**src/rtl/uart_tx_buffered.sv**
```systemverilog
// Buffered 8N1 UART transmitter: a byte FIFO filled at clk rate, drained
// back-to-back by a bit-serial engine with a registered line output.
module uart_tx_buffered #(
    parameter int CLOCK      = 25000000,
    parameter int BAUD       = 9600,
    parameter int FIFO_DEPTH = 16
) (
    input  logic                          clk,
    input  logic                          rst_n,
    input  logic [7:0]                    tx_byte,
    input  logic                          tx_write,
    output logic                          tx_full,
    output logic                          tx_empty,
    output logic [$clog2(FIFO_DEPTH):0]   tx_level,
    output logic                          tx_overflow,
    output logic                          tx_busy,
    output logic                          tx_pin
);
    localparam int AW  = $clog2(FIFO_DEPTH);
    localparam int LW  = AW + 1;
    localparam int CPB = CLOCK / BAUD;
    localparam int CW  = (CPB > 1) ? $clog2(CPB) : 1;

    typedef enum logic [1:0] {IDLE, START, DATA, STOP} state_t;

    logic [7:0]    mem [FIFO_DEPTH];
    logic [AW-1:0] wr_ptr, rd_ptr;
    logic [LW-1:0] lvl_nxt;
    logic          push, pop;

    state_t        state, state_nxt;
    logic [CW-1:0] cnt, cnt_nxt;
    logic [2:0]    idx, idx_nxt;
    logic [7:0]    shift, shift_nxt;
    logic          pin_nxt;
    logic          bit_end;

    // Writes are judged against the registered full flag, so a pop on the
    // same edge never rescues a write that arrives while full.
    assign push    = tx_write && !tx_full;
    assign bit_end = (cnt == CW'(CPB - 1));
    assign tx_busy = (state != IDLE) || !tx_empty;

    always_comb begin
        lvl_nxt = tx_level;
        case ({push, pop})
            2'b10:   lvl_nxt = tx_level + LW'(1);
            2'b01:   lvl_nxt = tx_level - LW'(1);
            default: lvl_nxt = tx_level;
        endcase
    end

    always_ff @(posedge clk) begin
        if (push) mem[wr_ptr] <= tx_byte;
    end

    always_ff @(posedge clk or negedge rst_n) begin
        if (!rst_n) begin
            wr_ptr      <= '0;
            rd_ptr      <= '0;
            tx_level    <= '0;
            tx_full     <= 1'b0;
            tx_empty    <= 1'b1;
            tx_overflow <= 1'b0;
        end else begin
            if (push) wr_ptr <= wr_ptr + AW'(1);
            if (pop)  rd_ptr <= rd_ptr + AW'(1);
            tx_level    <= lvl_nxt;
            tx_full     <= (lvl_nxt == LW'(FIFO_DEPTH));
            tx_empty    <= (lvl_nxt == '0);
            tx_overflow <= tx_write && tx_full;
        end
    end

    always_ff @(posedge clk or negedge rst_n) begin
        if (!rst_n) begin
            state  <= IDLE;
            cnt    <= '0;
            idx    <= '0;
            shift  <= '0;
            tx_pin <= 1'b1;
        end else begin
            state  <= state_nxt;
            cnt    <= cnt_nxt;
            idx    <= idx_nxt;
            shift  <= shift_nxt;
            tx_pin <= pin_nxt;
        end
    end

    always_comb begin
        state_nxt = state;
        cnt_nxt   = cnt;
        idx_nxt   = idx;
        shift_nxt = shift;
        pin_nxt   = tx_pin;
        pop       = 1'b0;
        case (state)
            IDLE: begin
                pin_nxt = 1'b1;
                if (!tx_empty) begin
                    pop       = 1'b1;
                    shift_nxt = mem[rd_ptr];
                    cnt_nxt   = '0;
                    state_nxt = START;
                    pin_nxt   = 1'b0;
                end
            end
            START: begin
                if (bit_end) begin
                    cnt_nxt   = '0;
                    idx_nxt   = '0;
                    state_nxt = DATA;
                    pin_nxt   = shift[0];
                end else begin
                    cnt_nxt = cnt + CW'(1);
                end
            end
            DATA: begin
                if (bit_end) begin
                    cnt_nxt = '0;
                    if (idx == 3'd7) begin
                        state_nxt = STOP;
                        pin_nxt   = 1'b1;
                    end else begin
                        idx_nxt   = idx + 3'd1;
                        shift_nxt = {1'b0, shift[7:1]};
                        pin_nxt   = shift[1];
                    end
                end else begin
                    cnt_nxt = cnt + CW'(1);
                end
            end
            STOP: begin
                if (bit_end) begin
                    cnt_nxt = '0;
                    // Chain straight into the next start bit when more data is queued.
                    if (!tx_empty) begin
                        pop       = 1'b1;
                        shift_nxt = mem[rd_ptr];
                        state_nxt = START;
                        pin_nxt   = 1'b0;
                    end else begin
                        state_nxt = IDLE;
                        pin_nxt   = 1'b1;
                    end
                end else begin
                    cnt_nxt = cnt + CW'(1);
                end
            end
            default: state_nxt = IDLE;
        endcase
    end
endmodule

```
**config.mk**
```make
export PLATFORM = sky130hd
export DESIGN_NAME = uart_tx_buffered
export DESIGN_NICKNAME = d
export VERILOG_FILES = /design/src/rtl/uart_tx_buffered.sv
export SDC_FILE = /design/constraint.sdc
export NUM_CORES = 1
export LEC_CHECK = 0
export ABC_AREA = 1
export CAP_MARGIN = 20
export CORE_MARGIN = 2
export CORE_UTILIZATION = 33
export DETAILED_ROUTE_END_ITERATION = 7
export PLACE_DENSITY = 0.55
export SLEW_MARGIN = 15
export SYNTH_ARGS = -nofsm -noshare
export SYNTH_HDL_FRONTEND = slang
export SYNTH_SLANG_ARGS = --single-unit
```
**constraint.sdc**
```tcl
create_clock -name clk -period 4.1 [get_ports clk]
set_clock_uncertainty 0.15 [all_clocks]
set_input_delay 0.41 -clock clk [delete_from_list [all_inputs] [get_ports clk]]
set_output_delay 0.41 -clock clk [all_outputs]
set_load 0.03 [all_outputs]
```
==> impl_summary.txt <==
----------------------------------------------------
[Final layout]
  ANT cells ... 0
  Fraction of the core area covered by cells at the end of the flow ... 0.383
  Fraction of layout cells with a size suffix above 1 ... 0.101
  Fill cells ... 2107
  Final Instance Area ... around 8400 sq um
  Finished Layout Cells ... roughly 950
  Layout overhead on the synthesized area ... 14.2%
  # nets final ... roughly 680

[Power]
  Largest vdd supply drop ... 0.326 mV
  Fraction of power consumed by sequential logic ... 0.391
  Power share of the combinational group ... 0.369
  Power Density ... approximately 720 nW/um^2
  Switching part of the total ... 0.394
  Switching Power ... about 2.4 mW
  Static leakage power ... 2.94 nW
  Pint ... about 3.6 mW
  Share of power burned in the clock network ... 0.240

[GRT]
  Total gr overflow ... 0
  All-layer global routing usage ... 0.145
  Pin count of the biggest net entering global routing ... about 70
  Via count of the first global-routing pass ... about 4700
  Wire length of the first global-routing pass ... between 20 and 30 mm
  Met2 GRT Util ... 0.248
  GR Layer Usage met1 ... 0.185
  Peak-usage layer in the global routing report ... met2
  Antenna violations before repair ... 0
  Met3 routing resource usage after global routing ... 0.0360

[Synthesis]
  Most frequent cell after synthesis ... sky130_fd_sc_hd__edfxtp_1
  Top cells by instance count after synthesis ... sky130_fd_sc_hd__edfxtp_1 (128), sky130_fd_sc_hd__nor2_1 (94), sky130_fd_sc_hd__o21ai_0 (86)
  Async S/R FF share, synth ... 0.247
  Gate count after technology mapping ... about 630
  Fraction of post-synthesis cell area in the top cell type by area ... 0.525
  Area of the mapped netlist ... between 7000 and 8000 sq um
  Dominant cell type by area after synthesis ... sky130_fd_sc_hd__edfxtp_1
  Proportion of synthesized chip area in sequential cells ... 0.669
  Number of flops mapped to enable cells by yosys ... approximately 130
  Synth Register Bits ... 170
  Synth area leaders ... sky130_fd_sc_hd__edfxtp_1 (53%), sky130_fd_sc_hd__dfrtp_1 (14%), sky130_fd_sc_hd__o21ai_0 (5.9%), sky130_fd_sc_hd__nor2_1 (4.8%), sky130_fd_sc_hd__nand2_1 (3.5%)
  Average cell area after synthesis ... ~12 sq um
  Net count after synthesis ... 660
  Distinct cell type count of the synthesized netlist ... 34
  Synth Warn # ... 0
  Most frequently used flop master after synthesis ... sky130_fd_sc_hd__edfxtp_1

[Min path]
  Worst hold path class ... input port to asynchronous set/reset pin

[Die]
  Initial Util ... 0.335
  Die span in x ... approximately 150 microns
  Die ar. ... about 23000 sq um
  Std cell rows ... 54
  Number of primary I/O pins ... 21
  Core outline area ... around 22000 sq um
  Die Y ... approximately 150 microns

[Clock network]
  Quantity of hold-fixing buffers added after cts ... 0
  Clock latency on the worst-skew pair ... 420 ps
  Clock transition at the register clock pins on the worst setup and hold paths after CTS ... about 70 ps
  Post-CTS setup buffers ... 0
  Number of gates given a new drive strength after cts ... 0
  CTS Root Cell ... sky130_fd_sc_hd__clkbuf_16
  Clock net sink count ... 170
  Number of buffers between clock root and the deepest sink ... 2
  TritonCTS buffer count ... 17
  CTS tree ... done
  H-tree Lvls ... 4

[Setup path]
  Data arrival time of the critical path ... ~2300 ps
  Crit path required time ... roughly 3500 ps
  Highest net fanout along the worst path ... 11
  Reg-to-reg slack, setup ... ~1300 ps
  Number of cells on the worst reg-to-reg path ... 15
  Capture instance of the worst register-to-register path ... tx_full
  Sort of element at the end of the critical path ... output port
  Kind of launch point of the worst setup path ... flop
  Type of the worst setup path ... flop to output port
  Critical register-to-register path startpoint ... state[0]

[Placement]
  DPL Wire Length ... around 10 mm
  Global placer's final weighted congestion ... between 0.7 and 0.8
  Area post-placement ... about 8000 sq um
  Number of placed instances, taps included ... around 910
  Count of input and output buffers ... 20
  Minimum setup slack after placement ... 1190 ps

[Drt]
  Via Count ... roughly 4800
  First-pass DRT Iterations ... 5
  DRC violation count after routing ... 0
  Residual antenna-violating net count after detailed routing ... 0
  DR WL/cell ... 17.7 microns
  Via density per instance ... just over 5
  DRC violation total after the first TritonRoute iteration ... 364
  DRT Wirelength ... 16.7 mm

[STA]
  Fin. Hold Viols ... 0
  Transition time of the tightest slew-check pin ... 923 ps
  Smallest setup slack after layout ... 1220 ps
  Relative slew slack ... 0.382
  Tcrit/Tclk final ... 0.702
  Maximum clock frequency ... around 350 MHz
  Final critical delay including setup and external delays ... approximately 2900 ps
  Final max-slew violation count ... 0
  Final total negative setup slack ... 0 ps
  Final setup violating endpoints ... 0
  Setup repair after global routing missed its margin ... no

[Status]
  Run status ... finished clean

[Run]
  Maximum capacitance violations ... 0

----------------------------------------------------
-- worst max-delay path by stage --
stage | start | endpoint | slack, ps | cells after the start
after floorplan | state[0] | tx_full | 1590 | 15
after global placement | tx_write | tx_full | 1310 | 15
after detailed placement | tx_write | tx_full | 1190 | 15
after CTS | state[1] | tx_busy | 1210 | 4
after global routing | state[1] | tx_empty | 1110 | 15
final | state[0] | tx_busy | 1220 | 4
-- cell usage in the layout (no fill, tap or decap), types with 2 or more instances in the layout --
master / netlist / routed
sky130_fd_sc_hd__xnor2_1: 2 / 2
sky130_fd_sc_hd__o221ai_1: 20 / 20
sky130_fd_sc_hd__o211ai_1: 11 / 11
sky130_fd_sc_hd__inv_1: 32 / 32
sky130_fd_sc_hd__clkdlybuf4s50_1: 0 / 19
sky130_fd_sc_hd__nor2_2: 4 / 4
sky130_fd_sc_hd__nand2_2: 4 / 4
sky130_fd_sc_hd__inv_2: 8 / 8
sky130_fd_sc_hd__clkinv_1: 2 / 5
sky130_fd_sc_hd__nand4_1: 3 / 3
sky130_fd_sc_hd__o21ai_0: 86 / 86
sky130_fd_sc_hd__buf_4: 0 / 5
sky130_fd_sc_hd__nor2_1: 94 / 94
sky130_fd_sc_hd__nand2_4: 2 / 2
sky130_fd_sc_hd__nor2_4: 2 / 2
sky130_fd_sc_hd__dfstp_2: 2 / 2
sky130_fd_sc_hd__nand3_1: 20 / 20
sky130_fd_sc_hd__o21ai_1: 4 / 4
sky130_fd_sc_hd__dfrtp_1: 40 / 39
sky130_fd_sc_hd__nand3_2: 5 / 5
sky130_fd_sc_hd__a21oi_1: 17 / 17
sky130_fd_sc_hd__clkbuf_16: 0 / 17
sky130_fd_sc_hd__xor2_1: 12 / 12
sky130_fd_sc_hd__clkinv_4: 0 / 3
sky130_fd_sc_hd__inv_6: 0 / 3
sky130_fd_sc_hd__ha_1: 15 / 15
sky130_fd_sc_hd__clkinvlp_4: 0 / 2
sky130_fd_sc_hd__o22ai_1: 19 / 19
sky130_fd_sc_hd__edfxtp_1: 128 / 128
sky130_fd_sc_hd__nand2_1: 68 / 68
-- sequential cells by signal (all words and copies together), names as in the netlist --
signal / flops
shift: 8
wr_ptr: 4
mem: 128
cnt: 12
tx_full: 1
rd_ptr: 4
state: 2
tx_overflow: 1
tx_level: 5
tx_empty: 1
tx_pin: 1
idx: 3
-- worst max-delay path, stage by stage, from the launching register on --
cell and delay (ps):
sky130_fd_sc_hd__dfrtp_1 390, sky130_fd_sc_hd__inv_1 110, sky130_fd_sc_hd__ha_1 310, sky130_fd_sc_hd__nand2_1 340, sky130_fd_sc_hd__clkdlybuf4s50_1 750
-- metal layers --
layer | up-vias | wire length [microns]
li1 | 2301 | -
met5 | - | 0
met4 | 0 | 140
met3 | 10 | 650
met1 | 2368 | 7410
met2 | 93 | 8510
-- kinds of logic after synthesis --
| kind of cell | count (synthesis) | synth area share |
|---|---|---|
| simple gates | 204 | 0.121 |
| mux | 1 | 0.00154 |
| flops | 170 | 0.669 |
| buf+inv | 69 | 0.0363 |
| compound gates | 161 | 0.129 |
| fa+ha+maj | 15 | 0.0257 |
| xor+xnor | 14 | 0.0168 |
-- metrics by stage --
stage,hold slack [ps],power [mW]
after floorplan,-35.6,3.87
after global placement,317,4.49
after detailed placement,328,4.57
after CTS,24.6,6.01
after global routing,362,6.40
final,335,5.98
-- area by class of cell --
cell class / count / area, sq um / area share
repair buffers: 27 / 270 / 0.0323
inverters: 42 / 158 / 0.0189
flip-flops and latches: 170 / 4900 / 0.586
clock inverters: 14 / 100 / 0.0120
multi-input cells: 395 / 2150 / 0.258
well taps: 280 / 350 / 0.0419
clock buffers: 17 / 425 / 0.0509
-- power groups by stage --
stage               Combinational [mW]  Clock, mW  Sequential [mW]
finish                            2.21       1.44             2.34
global route                      2.48       1.55             2.37
CTS                               2.20       1.47             2.34
detailed placement                2.19          0             2.37
global placement                  2.13          0             2.37
floorplan                         1.49          0             2.38
Power figures use the tool's default switching activity.
